File: src/rtl/fifo_wr_arbiter_if.sv
// Write-side bundle shared by the requesters and the FIFO:
// request words in, one-hot acks and FIFO write port out.
interface fifo_wr_arbiter_if #(
  parameter int DW = 8,
  parameter int NR = 4
);
  logic [NR-1:0]    req;
  logic [NR*DW-1:0] req_data;
  logic [NR-1:0]    req_last;
  logic [NR-1:0]    ack;
  logic             full;
  logic             wr_en;
  logic [DW-1:0]    data_in;

  modport master (
    output req, req_data, req_last, full,
    input  ack, wr_en, data_in
  );

  modport slave (
    input  req, req_data, req_last, full,
    output ack, wr_en, data_in
  );
endinterface

File: src/rtl/fifo_wr_arbiter.sv
// Round-robin write-port arbiter for the async FIFO write side.
// Grants last one packet or up to MAX_BURST words; never writes when full.
module fifo_wr_arbiter #(
  parameter int Data_Width = 8,
  parameter int NUM_REQ    = 4,
  parameter int MAX_BURST  = 16,
  localparam int GW        = $clog2(NUM_REQ)
) (
  input  logic                wr_clk,
  input  logic                wr_rst,
  fifo_wr_arbiter_if.slave    bus,
  output logic [GW-1:0]       grant_id,
  output logic                busy,
  output logic [15:0]         wr_count
);

  localparam logic [7:0] BLAST = 8'(MAX_BURST - 1);

  typedef enum logic {IDLE, GRANT} state_e;

  state_e          state_q, state_d;
  logic [GW-1:0]   gid_q, gid_d;
  logic [GW-1:0]   last_q, last_d;
  logic [7:0]      burst_q, burst_d;
  logic [15:0]     cnt_q, cnt_d;

  logic [GW-1:0]   pick;
  logic            found;
  int              rr_idx;
  logic            accept;
  logic [Data_Width-1:0] words [NUM_REQ];

  always_comb begin
    for (int i = 0; i < NUM_REQ; i++) begin
      words[i] = bus.req_data[i*Data_Width +: Data_Width];
    end
  end

  // first requester strictly after last_q, wrapping
  always_comb begin
    pick   = '0;
    found  = 1'b0;
    rr_idx = 0;
    for (int i = 1; i <= NUM_REQ; i++) begin
      rr_idx = int'(last_q) + i;
      if (rr_idx >= NUM_REQ) rr_idx = rr_idx - NUM_REQ;
      if (!found && bus.req[GW'(rr_idx)]) begin
        found = 1'b1;
        pick  = GW'(rr_idx);
      end
    end
  end

  assign accept = (state_q == GRANT) & bus.req[gid_q] & ~bus.full;

  always_comb begin
    state_d     = state_q;
    gid_d       = gid_q;
    last_d      = last_q;
    burst_d     = burst_q;
    cnt_d       = cnt_q;
    bus.wr_en   = 1'b0;
    bus.ack     = '0;
    bus.data_in = '0;
    unique case (state_q)
      IDLE: begin
        if (found) begin
          gid_d   = pick;
          last_d  = pick;
          burst_d = '0;
          state_d = GRANT;
        end
      end
      GRANT: begin
        bus.wr_en = accept;
        if (accept) begin
          bus.ack[gid_q] = 1'b1;
          bus.data_in    = words[gid_q];
          burst_d        = burst_q + 8'd1;
          cnt_d          = cnt_q + 16'd1;
        end
        if (!bus.req[gid_q] ||
            (accept && (bus.req_last[gid_q] || burst_q == BLAST))) begin
          state_d = IDLE;
        end
      end
      default: state_d = IDLE;
    endcase
  end

  always_ff @(posedge wr_clk) begin
    if (wr_rst) begin
      state_q <= IDLE;
      gid_q   <= '0;
      last_q  <= GW'(NUM_REQ - 1);
      burst_q <= '0;
      cnt_q   <= '0;
    end else begin
      state_q <= state_d;
      gid_q   <= gid_d;
      last_q  <= last_d;
      burst_q <= burst_d;
      cnt_q   <= cnt_d;
    end
  end

  assign grant_id = gid_q;
  assign busy     = (state_q == GRANT);
  assign wr_count = cnt_q;

endmodule

File: src/flat_wrapper.sv
// flat-port wrapper written by rule: the top's interface ports become plain ports
module fifo_wr_arbiter_flat 
#(
  parameter int Data_Width = 8,
  parameter int NUM_REQ    = 4,
  parameter int MAX_BURST  = 16,
  localparam int GW        = $clog2(NUM_REQ)
)
  (wr_clk, wr_rst, grant_id, busy, wr_count, bus_req, bus_req_data, bus_req_last, bus_full, bus_ack, bus_wr_en, bus_data_in);
  fifo_wr_arbiter_if #(.DW(8), .NR(4)) bus_i ();
  input  logic wr_clk;
  input  logic wr_rst;
  output logic [GW-1:0] grant_id;
  output logic busy;
  output logic [15:0] wr_count;
  input wire logic [$bits(bus_i.req)-1:0] bus_req;
  input wire logic [$bits(bus_i.req_data)-1:0] bus_req_data;
  input wire logic [$bits(bus_i.req_last)-1:0] bus_req_last;
  input wire logic [$bits(bus_i.full)-1:0] bus_full;
  output wire logic [$bits(bus_i.ack)-1:0] bus_ack;
  output wire logic [$bits(bus_i.wr_en)-1:0] bus_wr_en;
  output wire logic [$bits(bus_i.data_in)-1:0] bus_data_in;
  assign bus_i.req = bus_req;
  assign bus_i.req_data = bus_req_data;
  assign bus_i.req_last = bus_req_last;
  assign bus_i.full = bus_full;
  assign bus_ack = bus_i.ack;
  assign bus_wr_en = bus_i.wr_en;
  assign bus_data_in = bus_i.data_in;
  fifo_wr_arbiter #(.Data_Width(Data_Width), .NUM_REQ(NUM_REQ), .MAX_BURST(MAX_BURST)) u_core (.wr_clk(wr_clk), .wr_rst(wr_rst), .bus(bus_i), .grant_id(grant_id), .busy(busy), .wr_count(wr_count));
endmodule
File: config.mk
export PLATFORM = sky130hd
export DESIGN_NAME = fifo_wr_arbiter_flat
export DESIGN_NICKNAME = d
export VERILOG_FILES = /design/src/rtl/fifo_wr_arbiter_if.sv /design/src/rtl/fifo_wr_arbiter.sv /design/src/flat_wrapper.sv
export SDC_FILE = /design/constraint.sdc
export NUM_CORES = 1
export LEC_CHECK = 0
export BUFFER_PORTS_ARGS = -buffer_cell sky130_fd_sc_hd__buf_2
export CORE_MARGIN = 5
export CORE_UTILIZATION = 47
export DETAILED_ROUTE_END_ITERATION = 10
export PLACE_DENSITY = 0.83
export SLEW_MARGIN = 20
export SYNTH_ARGS = -nofsm -noshare
export SYNTH_HDL_FRONTEND = slang
export SYNTH_SLANG_ARGS = --single-unit
File: constraint.sdc
create_clock -name wr_clk -period 4.55 [get_ports wr_clk]
set_clock_uncertainty 0.2 [all_clocks]
set_input_delay 0.455 -clock wr_clk [delete_from_list [all_inputs] [get_ports wr_clk]]
set_output_delay 0.455 -clock wr_clk [all_outputs]
set_load 0.03 [all_outputs]
# Yosys cells after proc, flatten, opt, wreduce, memory -nomap -nowiden
# Index checks and enable logic that the tools add are counted.
dict set report word_totals {
  mem_bits_rw 0
  reg_bits 29
  memories 0
  latch_bits 0
  inputBits 43
  rom_bits 0
  wordCells 92
}
dict set report op_classes {
  mul 0
  n_addsub 10
  div_mod_pow 0
  mux 44
  n_reduce_logical 14
  n_eq_ne 3
  shift 0
  n_bitwise 5
  magnitude_cmp 11
}
# op count
set ops {}
lappend ops {{$mux W8} 6}
lappend ops {{$mux W1} 18}
lappend ops {{$add A16 B1 Y16 const B} 1}
lappend ops {{$bmux W8 S2} 1}
lappend ops {{$lt A2 B4 Y1 const B} 4}
lappend ops {{$mux W2} 8}
lappend ops {{$pmux W8 S2} 1}
lappend ops {{$bmux W1 S2} 6}
lappend ops {{$ge A3 B3 Y1 const B} 4}
lappend ops {{$add A8 B1 Y8 const B} 1}
lappend ops {{$eq A8 B4 Y1 const B} 1}
lappend ops {{$mux W4} 2}
lappend ops {{$sub A2 B1 Y2 const B} 4}
lappend ops {{$add A2 B2 Y3 const B} 2}
lappend ops {{$reduce_and A2 Y1} 3}
lappend ops {{$logic_and A1 B1 Y1} 5}
lappend ops {{$add A2 B3 Y4 const B} 1}
lappend ops {{$ge A4 B3 Y1 const B} 1}
lappend ops {{$logic_not A1 Y1} 4}
lappend ops {{$add A2 B1 Y3 const B} 1}
lappend ops {{$lt A2 B3 Y1 const B} 1}
lappend ops {{$not A2 Y3} 1}
lappend ops {{$and A1 B1 Y1} 2}
lappend ops {{$demux W1 S2} 1}
lappend ops {{6 further kinds} 8}

# Depth between registers and ports, before layout
dict set report logic_depth {
  depth_word 18
  depth_mapped 7
  ltp_nobuf 5
}

# Worst setup path after synthesis
# OpenSTA, ideal clock, no wires.
dict set report synth_timing {
  path_kind {register to output}
  start {register u_core.state_q, in the netlist u_core.busy}
  end {output port bus_data_in[7]}
  t_arrival_ns 1.724
  n_path_buf 2
  stages_incl_launch_ff 6
  slack_ns 2.171
  t_required_ns 3.895
  path_cell_list {dfxtp_1 -> nor3b_4 -> a22oi_2 -> buf_6 -> buf_4 -> nor2b_1}
}
dict set report synth_via {
  elab_chain_len 4
}
# element line_no
set synth_rtl {}
lappend synth_rtl {{start, declared} fifo_wr_arbiter.sv:21} ;# state_e state_q, state_d;
lappend synth_rtl {{start signal, assigned} fifo_wr_arbiter.sv:99} ;# state_q <= state_d;
lappend synth_rtl {{$and A1 B1 Y1 (2 in a row)} fifo_wr_arbiter.sv:54} ;# assign accept = (state_q == GRANT) & bus.req[gid_q] & ~bus.full;
lappend synth_rtl {{$mux W8} fifo_wr_arbiter.sv:76} ;# if (accept) begin
lappend synth_rtl {{$mux W8 (*)} fifo_wr_arbiter.sv:65} ;# unique case (state_q)
lappend synth_rtl {{end, declared} flat_wrapper.sv:22} ;# output wire logic [$bits(bus_i.data_in)-1:0] bus_data_in;
# Every way passes the cells marked *; elsewhere a longest branch is shown, timed or not.

# Final worst setup path
dict set report layout_timing {
  start {register u_core.gid_q[0], in the netlist u_core.grant_id[0]}
  end {output port bus_data_in[6]}
}
dict set report layout_via {
  elab_chain_len 6
}
# element line_no
set layout_rtl {}
lappend layout_rtl {{start, declared} fifo_wr_arbiter.sv:22} ;# logic [GW-1:0] gid_q, gid_d;
lappend layout_rtl {{start signal, assigned} fifo_wr_arbiter.sv:100} ;# gid_q <= gid_d;
lappend layout_rtl {{$bmux W1 S2 or $not A2 Y3 (tied branches)} {fifo_wr_arbiter.sv:54, fifo_wr_arbiter.sv:78}}
lappend layout_rtl {{$mux W1 (implied by the code) or $bmux W8 S2 (tied branches)} {fifo_wr_arbiter.sv:54, fifo_wr_arbiter.sv:78}}
lappend layout_rtl {{$and A1 B1 Y1 or $mux W8 (tied branches) (2 in a row)} {fifo_wr_arbiter.sv:54, fifo_wr_arbiter.sv:78}}
lappend layout_rtl {{$mux W8 (*)} fifo_wr_arbiter.sv:76}
lappend layout_rtl {{$mux W8 (*)} fifo_wr_arbiter.sv:65}
# Every way passes the cells marked *; elsewhere a longest branch is shown, timed or not. The select of a mux whose other input is x is not followed.

==> impl_metrics.tcl <==
set metrics [dict create \
    status "finished, final reports clean" \
    area_growth_pct 25.8 \
    p_int_uw 425 \
    wl_met1_microns 1910 \
    ys_ff_latch 29 \
    wl_microns 4600 \
    routed_via_density 5.55 \
    cts-hold-fix-buffers 0 \
    min_path_type "flop to flop" \
    start_util 0.484 \
    max-vdd-ir-drop_v 0.000116 \
    cts_root_buf "clkbuf_8" \
    die-area_sq_um 5100 \
    crit_chain "mux2_2 > a22oi_2 > nor2b_1 > buf_2" \
    diodes 0 \
    synthesis.area_sq_um 1770 \
    setup_viol 0 \
    port_buffers 74 \
    p_sw_frac 0.291 \
    setup_tns_ns 0 \
    grt_pass1_wl_microns 7800 \
    grt_usage 0.189 \
    synth_xor_area_frac 0.0198 \
    die_x_microns 71.4 \
    cts-buffers-inserted 5 \
    slowest_stage "dfxtp_1" \
    postCtsSetupBuffers 0 \
    route.met3.wl_microns 163 \
    fin_nets 314 \
    die_h_microns 71.4 \
    grt_pass1_vias 1737 \
    power.density_nw_per_um2 269 \
    min_period_over_period 0.739 \
    synth_compound_area_frac 0.151 \
    syn_inst 198 \
    grt_max_degree 24 \
    clock.fmax_ghz 0.297 \
    clock-sinks 29 \
    synthSimpleGateAreaFrac 0.284 \
    cts.path.max_buffers 2 \
    rsz0062_at_grt "no" \
    hold_viol 0 \
    critPathCaptureType "output port" \
    ys_warn_count 0 \
    synth_cell_type_count 39 \
    p_seq_frac 0.463 \
    fillers 338 \
    layout_commonest_cell "buf_2" \
    fin_crit_ns 3.36 \
    relSlewSlack 0.368 \
    final_core_util 0.609 \
    yosysSeqAreaShare 0.327 \
    cp.arrival_ns 2.71 \
    grt-ovfl-total 0 \
    avgSynthCellArea_sq_um 8.95 \
    tightest_slew_ns 0.948 \
    yosys-top-cells-area "dfxtp_1 33%, mux4_2 13%, a21oi_1 5.9%" \
    top_layer "met4" \
    slew_viol_final 0 \
    p_switching_uw 175 \
    synth.area.mux_share 0.152 \
    start_kind "flop" \
    combPwrFrac 0.196 \
    wl_met2_microns 2390 \
    cp_data_required_time_ns 3.89 \
    setup.worst_path.class "flop to output port" \
    timing.max_cap.violations 0 \
    ios 75 \
    place.gp.congestion 0.821 \
    clk_pin_slew_ns 0.06 \
    synth_top_area_frac 0.327 \
    vias 1764 \
    drc 0 \
    power_leakage_uw 0.000963 \
    worst_slack_ns 1.19 \
    htreeDepth 2 \
    cp_max_fo 23 \
    drive_above_1_share 0.370 \
    placementRows 22 \
    clk_latency_ns 0.28 \
    drt_iter0_drc 107 \
    synth.net_count 243 \
    slowest_delay_ns 0.85 \
    detailed_place_hpwl_microns 3600 \
    ant_nets 0 \
    coreArea_sq_um 3660 \
    synthAdderAreaFrac 0.0141 \
    synth_top_family_by_area "simple AND/OR/NAND/NOR gates" \
    clkPwrFrac 0.341 \
    yosys.area.top_type "dfxtp_1" \
    dp_slack_ns 1.45 \
    layout_common_cells "74 x buf_2, 29 x dfxtp_1, 21 x a21oi_1" \
    firstDrtPassIters 4 \
    ctsResizeCount 0 \
    antenna_found_initial 0 \
    cts_tree "built" \
    wl_per_cell_microns 14.5 \
]
## power by group through the flow
stage	clock (uW)	sequential (uW)	combinational, uW
2_1_floorplan	0	280	85.2
3_3_place_gp	0	283	115
3_5_place_dp	0	283	117
4_1_cts	209	278	118
5_1_grt	218	281	127
6_report	205	278	117
## metrics by stage
step	area, sq um	power [uW]	std cells	hold WS, ns
after floorplan	1770	365	198	0.258
after global placement	2150	398	310	0.265
after detailed placement	2150	401	310	0.289
after CTS	2230	605	318	0.301
after global routing	2230	626	318	0.339
final	2230	600	318	0.294
## routing by layer
| metal | global-route usage | vias up |
|---|---|---|
| met5 | 0 | - |
| li1 | - | 886 |
| met1 | 0.223 | 826 |
| met4 | 0.0835 | 0 |
| met2 | 0.328 | 35 |
| met3 | 0.0407 | 17 |
## worst paths after layout
path / from / to / slack (ns) / depth (start not counted)
worst max-delay path: u_core.grant_id[0] / bus_data_in[6] / 1.19 / 4
worst min-delay path: u_core.wr_count[15] / u_core.wr_count[15] / 0.29 / 2
worst max register to register: u_core.grant_id[0] / u_core.wr_count[8] / 1.61 / 5
worst min register to register: u_core.wr_count[15] / u_core.wr_count[15] / 0.29 / 2
## critical path: cells and delay by family, from the launching register on
| kind | cells | cell delay, ns |
|---|---|---|
| DFF | 1 | 0.85 |
| buffers and inverters | 1 | 0.23 |
| AOI/OAI and AO/OA | 1 | 0.76 |
| muxes | 1 | 0.43 |
| and+or+nand+nor | 1 | 0.15 |
## flip-flops by register name, summed over array words and instances (netlist names)
signal	count
u_core.burst_q	8
u_core.busy	1
u_core.grant_id	2
u_core.last_q	2
u_core.wr_count	16
## final cells by class
| cell class | instances | area (sq um) | area share |
|---|---|---|---|
| Inverter | 8 | 30.0 | 0.0135 |
| Multi-Input combinational cell | 150 | 1100 | 0.493 |
| Tap cell | 48 | 60.1 | 0.0269 |
| Timing Repair Buffer | 75 | 378 | 0.169 |
| Clock inverter | 2 | 10.0 | 0.00449 |
| Clock buffer | 6 | 72.6 | 0.0325 |
| Sequential cell | 29 | 581 | 0.260 |
## synthesized netlist by cell type
cell / n
a211oi_1: 1
a2111oi_0: 1
nand3_1: 7
o2111ai_1: 1
a22oi_2: 1
or3_1: 13
buf_4: 1
ha_1: 2
or2_2: 2
mux4_2: 10
nor3_1: 1
mux2i_1: 1
buf_2: 2
and3b_1: 2
nand4_1: 7
inv_1: 8
and2_1: 1
nor4_1: 3
o21ai_0: 14
or4_1: 3
a2111o_1: 1
and3_1: 4
nor2b_1: 8
nand4_4: 1
nand2_1: 9
nor2_1: 15
nor3b_4: 1
clkbuf_1: 6
o22ai_1: 1
o211ai_1: 2
buf_6: 2
dfxtp_1: 29
a21oi_1: 21
and4_1: 3
nand2b_1: 3
xor2_1: 4
mux2_2: 3
o31ai_1: 3
and4b_1: 1
## cell families (layout without fill, tap and decap cells)
family | after synthesis | count (layout)
buffers and inverters | 19 | 91
xor gates and xnor gates | 4 | 4
and+or+nand+nor | 84 | 84
muxes | 14 | 14
AOI/OAI and AO/OA | 46 | 46
adders and majority gates | 2 | 2
DFF | 29 | 29
Power figures use the tool's default switching activity.
